[src/rtl/uart_rx_fifo_if.sv]
// uart_rx_fifo_if: CPU-side pop/flag bus of the UART receive FIFO
interface uart_rx_fifo_if #(
    parameter int FIFO_DEPTH = 4
);
    localparam int CW = $clog2(FIFO_DEPTH) + 1;
    logic          rx_pop;
    logic          err_clr;
    logic [7:0]    rx_data;
    logic          rx_valid;
    logic [CW-1:0] rx_count;
    logic          frame_err;
    logic          overrun;
    modport master (
        output rx_pop, err_clr,
        input  rx_data, rx_valid, rx_count, frame_err, overrun
    );
    modport slave (
        input  rx_pop, err_clr,
        output rx_data, rx_valid, rx_count, frame_err, overrun
    );
endinterface

[src/rtl/uart_rx_fifo.sv]
// uart_rx_fifo: oversampling 8N1 receiver feeding a small byte FIFO with sticky error flags
module uart_rx_fifo #(
    parameter int CLK_FREQ   = 100000000,
    parameter int BAUD       = 115200,
    parameter int FIFO_DEPTH = 4
) (
    input  logic          CLK100MHZ,
    input  logic          rst_n,
    input  logic          uart_txd_in,
    uart_rx_fifo_if.slave bus
);
    localparam int CPB  = CLK_FREQ / BAUD;
    localparam int HALF = CPB / 2;
    localparam int NW   = $clog2(CPB + 1);
    localparam int AW   = $clog2(FIFO_DEPTH);
    localparam int CW   = AW + 1;
    typedef enum logic [1:0] {IDLE, START, DATA, STOP} state_t;
    state_t        state_q;
    logic [1:0]    sync_q;
    logic [NW-1:0] baud_q;
    logic [2:0]    bit_q;
    logic [7:0]    shift_q;
    logic          armed_q, done_q, ok_q, s;
    assign s = sync_q[1];
    // armed_q blocks re-triggering until the line has been seen idle (after reset or a break)
    always_ff @(posedge CLK100MHZ or negedge rst_n) begin
        if (!rst_n) begin
            sync_q  <= 2'b11;
            state_q <= IDLE;
            baud_q  <= '0;
            bit_q   <= '0;
            shift_q <= '0;
            armed_q <= 1'b0;
            done_q  <= 1'b0;
            ok_q    <= 1'b0;
        end else begin
            sync_q <= {sync_q[0], uart_txd_in};
            done_q <= 1'b0;
            case (state_q)
                IDLE: begin
                    baud_q <= '0;
                    if (!armed_q) armed_q <= s;
                    else if (!s) state_q <= START;
                end
                START: if (baud_q == NW'(HALF - 1)) begin
                    baud_q  <= '0;
                    bit_q   <= '0;
                    state_q <= s ? IDLE : DATA;
                end else baud_q <= baud_q + 1'b1;
                DATA: if (baud_q == NW'(CPB - 1)) begin
                    baud_q  <= '0;
                    shift_q <= {s, shift_q[7:1]};
                    bit_q   <= bit_q + 1'b1;
                    if (bit_q == 3'd7) state_q <= STOP;
                end else baud_q <= baud_q + 1'b1;
                STOP: if (baud_q == NW'(CPB - 1)) begin
                    baud_q  <= '0;
                    done_q  <= 1'b1;
                    ok_q    <= s;
                    armed_q <= s;
                    state_q <= IDLE;
                end else baud_q <= baud_q + 1'b1;
                default: state_q <= IDLE;
            endcase
        end
    end
    logic [7:0]    mem_q [FIFO_DEPTH];
    logic [AW-1:0] rd_q, wr_q;
    logic [CW-1:0] cnt_q, cnt_d;
    logic          fe_q, fe_d, ov_q, ov_d, full, push, pop;
    always_comb begin
        full  = cnt_q == CW'(FIFO_DEPTH);
        pop   = bus.rx_pop && cnt_q != '0;
        push  = done_q && ok_q && (!full || pop);
        cnt_d = cnt_q + CW'(push) - CW'(pop);
        fe_d  = (done_q && !ok_q) || (fe_q && !bus.err_clr);
        ov_d  = (done_q && ok_q && full && !pop) || (ov_q && !bus.err_clr);
    end
    always_ff @(posedge CLK100MHZ or negedge rst_n) begin
        if (!rst_n) begin
            for (int i = 0; i < FIFO_DEPTH; i++) mem_q[i] <= '0;
            rd_q  <= '0;
            wr_q  <= '0;
            cnt_q <= '0;
            fe_q  <= 1'b0;
            ov_q  <= 1'b0;
        end else begin
            if (push) mem_q[wr_q] <= shift_q;
            wr_q  <= wr_q + AW'(push);
            rd_q  <= rd_q + AW'(pop);
            cnt_q <= cnt_d;
            fe_q  <= fe_d;
            ov_q  <= ov_d;
        end
    end
    assign bus.rx_data   = mem_q[rd_q];
    assign bus.rx_valid  = cnt_q != '0;
    assign bus.rx_count  = cnt_q;
    assign bus.frame_err = fe_q;
    assign bus.overrun   = ov_q;
endmodule
[src/flat_wrapper.sv]
// flat-port wrapper written by rule: the top's interface ports become plain ports
module uart_rx_fifo_flat 
#(
    parameter int CLK_FREQ   = 100000000,
    parameter int BAUD       = 115200,
    parameter int FIFO_DEPTH = 4
)
  (CLK100MHZ, rst_n, uart_txd_in, bus_rx_pop, bus_err_clr, bus_rx_data, bus_rx_valid, bus_rx_count, bus_frame_err, bus_overrun);
  uart_rx_fifo_if #(.FIFO_DEPTH(FIFO_DEPTH)) bus_i ();
  input  logic CLK100MHZ;
  input  logic rst_n;
  input  logic uart_txd_in;
  input wire logic [$bits(bus_i.rx_pop)-1:0] bus_rx_pop;
  input wire logic [$bits(bus_i.err_clr)-1:0] bus_err_clr;
  output wire logic [$bits(bus_i.rx_data)-1:0] bus_rx_data;
  output wire logic [$bits(bus_i.rx_valid)-1:0] bus_rx_valid;
  output wire logic [$bits(bus_i.rx_count)-1:0] bus_rx_count;
  output wire logic [$bits(bus_i.frame_err)-1:0] bus_frame_err;
  output wire logic [$bits(bus_i.overrun)-1:0] bus_overrun;
  assign bus_i.rx_pop = bus_rx_pop;
  assign bus_i.err_clr = bus_err_clr;
  assign bus_rx_data = bus_i.rx_data;
  assign bus_rx_valid = bus_i.rx_valid;
  assign bus_rx_count = bus_i.rx_count;
  assign bus_frame_err = bus_i.frame_err;
  assign bus_overrun = bus_i.overrun;
  uart_rx_fifo #(.CLK_FREQ(CLK_FREQ), .BAUD(BAUD), .FIFO_DEPTH(FIFO_DEPTH)) u_core (.CLK100MHZ(CLK100MHZ), .rst_n(rst_n), .uart_txd_in(uart_txd_in), .bus(bus_i));
endmodule
[config.mk]
export PLATFORM = sky130hd
export DESIGN_NAME = uart_rx_fifo_flat
export DESIGN_NICKNAME = d
export VERILOG_FILES = /design/src/rtl/uart_rx_fifo_if.sv /design/src/rtl/uart_rx_fifo.sv /design/src/flat_wrapper.sv
export SDC_FILE = /design/constraint.sdc
export NUM_CORES = 1
export LEC_CHECK = 0
export ABC_AREA = 1
export ABC_CLOCK_PERIOD_IN_PS = 1700
export BUFFER_PORTS_ARGS = -buffer_cell sky130_fd_sc_hd__buf_2
export CAP_MARGIN = 20
export CORE_MARGIN = 5
export CORE_UTILIZATION = 54
export CTS_CLUSTER_SIZE = 16
export DETAILED_ROUTE_END_ITERATION = 8
export PLACE_DENSITY = 0.79
export SYNTH_ARGS = -nofsm -noshare
export SYNTH_HDL_FRONTEND = slang
export SYNTH_SLANG_ARGS = --single-unit
[constraint.sdc]
create_clock -name CLK100MHZ -period 1.7 [get_ports CLK100MHZ]
set_input_delay 0.085 -clock CLK100MHZ [delete_from_list [all_inputs] [get_ports CLK100MHZ]]
set_output_delay 0.085 -clock CLK100MHZ [all_outputs]
set_load 0.05 [all_outputs]
==> out/qor.csv, run 1 <==
stage,metric,value,unit
drt,via_count,2401,
pwr,p_int,3.42,mW
synth,ys_types,26,
global_routing,number_of_antenna_violations_at_the_first_check_in_global_routing,0,
setup_path,required,1.92,ns
clock_network,clk_transition_reported_paths,0.08,ns
synth,synth_area,0.00315,sq mm
global_routing,grtUsageTotal,18.0,%
global_routing,grt_first_pass_wirelength,10600,um
synth,synth_area_leaders,"sky130_fd_sc_hd__dfrtp_1 53%, sky130_fd_sc_hd__nand2_1 8.7%, sky130_fd_sc_hd__o21ai_1 5.1%",
synth,seq_area_frac_synth,54.8,%
drt,final_antenna_net_count,0,
global_routing,grt_start_max_net_pins,27,
layout,flow.area_growth_from_synthesis,20.2,%
drt,routed_via_density,5.16,
drt,drt_drc_violations_left,0,
layout,finalInstanceArea,0.00379,sq mm
synth,synthTopCellsByCount,"73 x sky130_fd_sc_hd__nand2_1, 67 x sky130_fd_sc_hd__dfrtp_1, 41 x sky130_fd_sc_hd__nor2_1",
setup_path,critical_path.endpoint_type,flip-flop,
timing,final_setup_violating_endpoints,1,
die,die_w,86.4,um
clock_network,cts_tree,done,
clock_network,h-tree-depth,3,
placed_design,place_congestion,0.806,
pwr,net_switching_component_of_the_power,2.32,mW
pwr,power.density,1510,mW/mm^2
timing,grt_setup_unrepaired,yes,
timing,fin_crit,1.83,ns
die,die_area,0.00747,sq mm
job,drv.max_cap_violation_count,0,
synth,yosys_most_used_dff,sky130_fd_sc_hd__dfrtp_1,
global_routing,grt_pass1_vias,2363,
setup_path,crit_fanout,2,
synth,synthesis.area_per_instance,8.98,sq um
placed_design,dpl_cell_area,0.00351,sq mm
pwr,switching_part_of_the_total,40.5,%
die,initial_utilization,56.6,%
drt,routed_wire_length_per_instance,13.1,um
layout,multi_input_area,0.00133,sq mm
layout,post_route_cells_drive_above_1_share,21.1,%
clock_network,cts_sinks,69,
setup_path,crit_arrival,2.04,ns
layout,utilization_of_the_core_after_routing,68.0,%
layout,regArea,0.00173,sq mm
placed_design,post-place-ws,-0.116,ns
layout,layout.filler_cells,431,
timing,maxSlewViolCount,0,
pwr,report.power.total,5.74,mW
run_status,failed_checks,setup timing,
pwr,combPwrFrac,41.2,%
placed_design,place.detailed.hpwl,4210,um
timing,final_critical_path_setup_slack,-0.125,ns
clock_network,clk_latency,0.35,ns
drt,drt-total-wl,6090,um
clock_network,cts_buffer_depth,2,
clock_network,cts-buffers-inserted,9,
timing,timing.fmax,548,MHz
timing,slew_at_the_pin_closest_to_its_max_slew_limit,0.533,ns
synth,ys_seq_elements,69,
pwr,power.sequential.fraction,33.0,%
drt,detail_route.first_pass.iterations,4,
synth,synth_top_cell_by_area,sky130_fd_sc_hd__dfrtp_1,
pwr,leakagePower,1.74,nW
layout,post_layout_nonfiller_instances,465,
timing,finalClockSkew,0.0145,ns
timing,ratio_of_final_minimum_period_to_clock_period,107,%
run_status,outcome,"complete, but fails checks",
synth,syn_inst,351,
synth,synth_top_area_share,53.2,%
global_routing,grt-ovfl-total,0,
synth,post_synth_edffs,0,
setup_path,worstSetupStartpointType,flip-flop,
placed_design,place_inst,445,
die,design.core.area,0.00557,sq mm
die,die_h,86.4,um
timing,worst_slew_margin_rel,64.5,%
synth,async_flop_share,100,%
pwr,vdd_drop_max,0.000810,V
pwr,p_clk_share,25.8,%
layout,antennaDiodeCount,0,
die,design.portCount,19,
clock_network,clockRootBuffer,sky130_fd_sc_hd__clkbuf_8,
synth,synth_nets,368,
drt,drtIter0Drc,83,
synth,yosysWarningCount,0,
worst_hold_path,worstHoldPathType,input port to flip-flop,
die,rows,27,
placed_design,io_buffers,18,
layout,nets,405,
setup_path,criticalPathCategory,flip-flop to flip-flop,
timing,timing_hold_violations_final,0,
synth,post-synth-top-count-cell,sky130_fd_sc_hd__nand2_1,
## cell usage in the layout, fill, tap and decap left out, drive strengths merged, types with 2 or more instances in the layout
| cell | n |
|---|---|
| a21oi | 3 |
| buf | 33 |
| bufinv | 2 |
| clkbuf | 10 |
| clkinvlp | 4 |
| dfrtp | 67 |
| dfstp | 2 |
| dlygate4sd3 | 3 |
| ha | 11 |
| inv | 37 |
| nand2 | 75 |
| nand3 | 13 |
| nor2 | 42 |
| nor3 | 2 |
| o21ai | 62 |
| o22ai | 10 |
| xnor2 | 3 |
| xor2 | 9 |
## routing by layer
| metal | GRT usage (%) | part of all wire (%) | wire length (um) |
|---|---|---|---|
| met2 | 29.2 | 48 | 2940 |
| met1 | 23.2 | 46 | 2810 |
| met4 | 8.92 | 1.8 | 108 |
| met5 | 0 | 0 | 0 |
| met3 | 3.42 | 3.8 | 232 |
## area by class of cell
cell class / instances / area share (%)
flip-flops and latches: 69 / 45.7
multi-input cells: 235 / 35.0
repair buffers: 37 / 7.39
inverters: 36 / 3.56
clock buffers: 9 / 3.27
clock inverters: 7 / 2.61
well taps: 72 / 2.38
## final timing paths
path	from	depth (start not counted)	slack, ns	endpoint
max	u_core.bus.rx_count[1]$_DFF_PN0_	9	-0.13	u_core.bus.rx_count[2]$_DFF_PN0_
min	bus_rx_pop	3	0.05	u_core.rd_q[0]$_DFF_PN0_
max reg2reg	u_core.bus.rx_count[1]$_DFF_PN0_	9	-0.13	u_core.bus.rx_count[2]$_DFF_PN0_
min reg2reg	u_core.sync_q[0]$_DFF_PN1_	0	0.36	u_core.sync_q[1]$_DFF_PN1_
max in group asynchronous	rst_n	3	0.86	u_core.sync_q[1]$_DFF_PN1_
min in group asynchronous	rst_n	2	0.26	u_core.bus.rx_count[0]$_DFF_PN0_
## power by group through the flow
stage                     clock network [mW]  registers (mW)  logic (mW)
after floorplan                            0            2.03        1.51
after global placement                     0            1.92        2.25
after detailed placement                   0            1.92        2.29
after CTS                               1.52            1.89        2.33
after global routing                    1.60            1.92        2.57
final                                   1.48            1.90        2.36
## kinds of logic (layout without fill, tap and decap cells)
| family | Yosys count | in the layout | synth area share [%] |
|---|---|---|---|
| buffers and inverters | 47 | 89 | 6.03 |
| and+or+nand+nor | 134 | 134 | 17.6 |
| DFF | 69 | 69 | 54.8 |
| xor gates and xnor gates | 12 | 12 | 3.33 |
| AOI/OAI and AO/OA | 77 | 77 | 13.2 |
| adders and majority gates | 12 | 12 | 5.00 |
## stage by stage
step	TNS (ns)	hold slack, ns
global placement	-0.0308	0.0863
floorplan	-0.629	-0.211
CTS	-0.117	0.0389
finish	-0.125	0.0549
detailed placement	-0.116	0.0967
global route	-0.244	0.0965
## timing repair
| action | in CTS | in global routing |
|---|---|---|
| setup buffers | 0 | 1 |
| gates resized for setup | 4 | 4 |
| hold buffers | 3 | 0 |
| endpoints found under the setup margin | 9 | 5 |
| hold endpoints to repair | 22 | 0 |
| pin swaps | 0 | 1 |
## registers in the layout, summed over array words and instances (netlist names), named ones only
signal,flops
u_core.bus.rx_count,3
u_core.ok_q,1
u_core.shift_q,8
u_core.baud_q,10
u_core.state_q,1
u_core.bit_q,3
u_core.done_q,1
u_core.bus.frame_err,1
u_core.rd_q,2
u_core.mem_q,32
u_core.wr_q,2
u_core.armed_q,1
u_core.bus.overrun,1
u_core.sync_q,2
## worst max-delay path, cell delays in order (launching register included)
cell                      delay (ns)
sky130_fd_sc_hd__dfrtp_2        0.42
sky130_fd_sc_hd__nor2_4         0.14
sky130_fd_sc_hd__nand2_4        0.07
sky130_fd_sc_hd__nand2_4        0.08
sky130_fd_sc_hd__xnor2_2        0.11
sky130_fd_sc_hd__ha_2           0.20
sky130_fd_sc_hd__inv_2          0.04
sky130_fd_sc_hd__fa_2           0.34
sky130_fd_sc_hd__xnor2_2        0.14
sky130_fd_sc_hd__xor2_1         0.17
Note: power is estimated with default switching activity, not from simulation.
==> run 2: changes to the inputs <==
--- a/config.mk
+++ b/config.mk
@@ -10,10 +10,11 @@
 export BUFFER_PORTS_ARGS = -buffer_cell sky130_fd_sc_hd__buf_2
 export CAP_MARGIN = 20
 export CORE_MARGIN = 5
-export CORE_UTILIZATION = 54
+export CORE_UTILIZATION = 55
+export CTS_BUF_LIST = sky130_fd_sc_hd__clkbuf_8
 export CTS_CLUSTER_SIZE = 16
 export DETAILED_ROUTE_END_ITERATION = 8
-export PLACE_DENSITY = 0.79
+export PLACE_DENSITY = 0.8
 export SYNTH_ARGS = -nofsm -noshare
 export SYNTH_HDL_FRONTEND = slang
 export SYNTH_SLANG_ARGS = --single-unit
==> run 2 against run 1 <==
Compared with the run above:
- the run still ends with setup timing left
- register-to-register slack better by 0.02 ns
- global-route usage is 0.47 points higher
- sequential cell count stayed put
- worst hold slack worse by 0.0022 ns
- count of clock-buffer cells in the layout is 1 higher
- routed wire length is 2.9% higher
- sequential power hardly changed
- clock power is 20% lower
- first-iteration DRC count is 45% higher
- non-clock buffer count is 1 higher
- setup slack better by 0.022 ns
- highest routed layer unchanged
==> out/qor.csv, run 2 (synthesized netlist as in run 1, its figures left out) <==
stage,metric,value,unit,change
layout,antennaDiodeCount,0,,unchanged
setup_path,worstSetupStartpointType,flip-flop,,
timing,worst_slew_margin_rel,74.1,%,+9.6 points
layout,flow.area_growth_from_synthesis,18.1,%,
clock_network,clk_latency,0.35,ns,about the same
global_routing,grt-ovfl-total,0,,unchanged
global_routing,grt_start_max_net_pins,49,,+81%
global_routing,grt_pass1_vias,2458,,+4.0%
timing,timing_hold_violations_final,0,,unchanged
global_routing,grt_first_pass_wirelength,10700,um,+0.65%
die,rows,27,,unchanged
worst_hold_path,worstHoldPathType,input port to flip-flop,,
clock_network,clk_transition_reported_paths,0.07,ns,about the same
clock_network,h-tree-depth,3,,unchanged
pwr,report.power.total,5.40,mW,-5.8%
die,die_w,85.7,um,-0.80%
job,drv.max_cap_violation_count,0,,unchanged
die,design.core.area,0.00554,sq mm,-0.61%
die,design.portCount,19,,unchanged
layout,utilization_of_the_core_after_routing,67.2,%,-0.80 points
timing,ratio_of_final_minimum_period_to_clock_period,106,%,-1.3 points
setup_path,required,1.92,ns,about the same
setup_path,ff2ff_path_depth,9,,unchanged
die,die_h,85.7,um,-0.80%
run_status,outcome,"complete, but fails checks",,
timing,finalClockSkew,0.0105,ns,-0.00401 ns
placed_design,place_inst,446,,+0.22%
timing,final_setup_violating_endpoints,2,,+1
drt,via_count,2427,,+1.1%
layout,post_route_cells_drive_above_1_share,20.8,%,-0.31 points
global_routing,number_of_antenna_violations_at_the_first_check_in_global_routing,0,,unchanged
setup_path,critical_path.endpoint_type,flip-flop,,
timing,final_critical_path_setup_slack,-0.103,ns,+0.0218 ns
timing,grt_setup_unrepaired,yes,,
placed_design,place.detailed.hpwl,4310,um,+2.5%
setup_path,crit_arrival,2.03,ns,about the same
clock_network,cts_tree,done,,
setup_path,crit_fanout,2,,unchanged
pwr,combPwrFrac,43.5,%,+2.3 points
pwr,net_switching_component_of_the_power,2.29,mW,-1.5%
layout,top_library_cells_by_usage_in_the_layout_fill_and_taps_aside,"71 x sky130_fd_sc_hd__nand2_1, 64 x sky130_fd_sc_hd__dfrtp_1, 41 x sky130_fd_sc_hd__nor2_1",,
placed_design,place_congestion,0.845,,+4.8%
global_routing,grtUsageTotal,18.5,%,+0.47 points
drt,routed_wire_length_per_instance,13.4,um,+2.7%
pwr,power.density,1450,mW/mm^2,-4.1%
timing,slew_at_the_pin_closest_to_its_max_slew_limit,0.386,ns,-0.147 ns
run_status,failed_checks,setup timing,,
pwr,switching_part_of_the_total,42.3,%,+1.9 points
drt,routed_via_density,5.21,,+0.87%
die,initial_utilization,56.9,%,+0.34 points
layout,regs_by_ff_count,"u_core.mem_q (32), u_core.baud_q (10), u_core.shift_q (8)",,
placed_design,post-place-ws,-0.0802,ns,+0.0356 ns
layout,post_layout_nonfiller_instances,466,,+0.22%
drt,drt-total-wl,6270,um,+2.9%
clock_network,cts_sinks,69,,unchanged
drt,drt_drc_violations_left,0,,unchanged
clock_network,cts_buffer_depth,2,,unchanged
timing,timing.fmax,555,MHz,+1.2%
pwr,p_clk_share,21.8,%,-4.0 points
layout,nets,406,,+0.25%
die,die_area,0.00735,sq mm,-1.6%
clock_network,cts-buffers-inserted,9,,unchanged
pwr,leakagePower,1.72,nW,-1.0%
pwr,vdd_drop_max,0.00107,V,+33%
setup_path,worst_path_max_delay_cell,sky130_fd_sc_hd__dfrtp_2,,
clock_network,clockRootBuffer,sky130_fd_sc_hd__clkbuf_8,,
setup_path,cp_cell_sequence,nor2_4 > nand2_4 > nand2_4 > xnor2_2 > ha_2 > inv_2 > fa_2 > xnor2_2 > xor2_1,,
setup_path,criticalPathCategory,flip-flop to flip-flop,,
timing,maxSlewViolCount,0,,unchanged
layout,biggest_register,u_core.mem_q,,
layout,layout.cells.most_common,sky130_fd_sc_hd__nand2_1,,
drt,final_antenna_net_count,0,,unchanged
pwr,p_int,3.12,mW,-8.8%
layout,largest_register_ffs,32,,unchanged
worst_hold_path,hold-path-cell-count,3,,unchanged
drt,detail_route.first_pass.iterations,4,,unchanged
drt,drtIter0Drc,120,,+45%
placed_design,io_buffers,18,,unchanged
pwr,power.sequential.fraction,34.7,%,+1.7 points
setup_path,stage_delay_of_the_slowest_cell_on_the_critical_path,0.42,ns,about the same
timing,fin_crit,1.80,ns,-0.0218 ns
run 2: per-layer routing:
| layer | GRT usage [%] | wire (um) |
|---|---|---|
| met1 | 22.2 | 2710 |
| met2 | 31.4 | 3220 |
| met3 | 4.71 | 254 |
| met4 | 8.20 | 83 |
| met5 | 0 | 0 |
run 2: power by group through the flow:
stage / clock [mW] / sequential (mW) / combinational (mW)
final: 1.18 / 1.87 / 2.35
after global routing: 1.28 / 1.89 / 2.55
after CTS: 1.21 / 1.87 / 2.33
after detailed placement: 0 / 1.90 / 2.29
after global placement: 0 / 1.90 / 2.23
after floorplan: 0 / 2.03 / 1.51
run 2: worst max-delay path, delay by kind of cell (launching register included):
kind / cells / cell delay, ns
buf+inv: 1 / 0.04
flops: 1 / 0.42
simple gates: 3 / 0.29
fa+ha+maj: 2 / 0.54
xor+xnor: 3 / 0.39
run 2: final cells by class:
class,instances,area (sq um)
clock inverters,6,40.0
well taps,72,90.1
inverters,36,135
repair buffers,38,263
clock buffers,10,138
multi-input cells,235,1330
flip-flops and latches,69,1730
fillers,435,1820
run 2: path summary, 6_finish.rpt:
check | startpoint | end | slack [ns]
min reg2reg | u_core.sync_q[0]$_DFF_PN1_ | u_core.sync_q[1]$_DFF_PN1_ | 0.36
max in group asynchronous | rst_n | u_core.sync_q[1]$_DFF_PN1_ | 1.14
max | u_core.bus.rx_count[0]$_DFF_PN0_ | u_core.bus.rx_count[2]$_DFF_PN0_ | -0.10
max reg2reg | u_core.bus.rx_count[0]$_DFF_PN0_ | u_core.bus.rx_count[2]$_DFF_PN0_ | -0.10
min in group asynchronous | rst_n | u_core.rd_q[0]$_DFF_PN0_ | 0.26
min | bus_rx_pop | u_core.rd_q[0]$_DFF_PN0_ | 0.05
run 2: per-stage QoR:
stage / TNS, ns / area (sq um) / hold slack (ns)
6_report: -0.108 / 3720 / 0.0527
5_1_grt: -0.215 / 3720 / 0.0769
4_1_cts: -0.0957 / 3710 / 0.0358
3_5_place_dp: -0.0802 / 3500 / 0.105
3_3_place_gp: -0.0321 / 3500 / 0.100
2_1_floorplan: -0.629 / 3240 / -0.211
run 2: repair_timing:
action / in CTS / in global routing
buffers inserted: 0 / 1
cloned: 0 / 0
gates resized for setup: 2 / 4
setup endpoints to repair: 2 / 20
hold endpoints to repair: 72 / 0
pin swaps: 1 / 0
hold buffers: 3 / 0
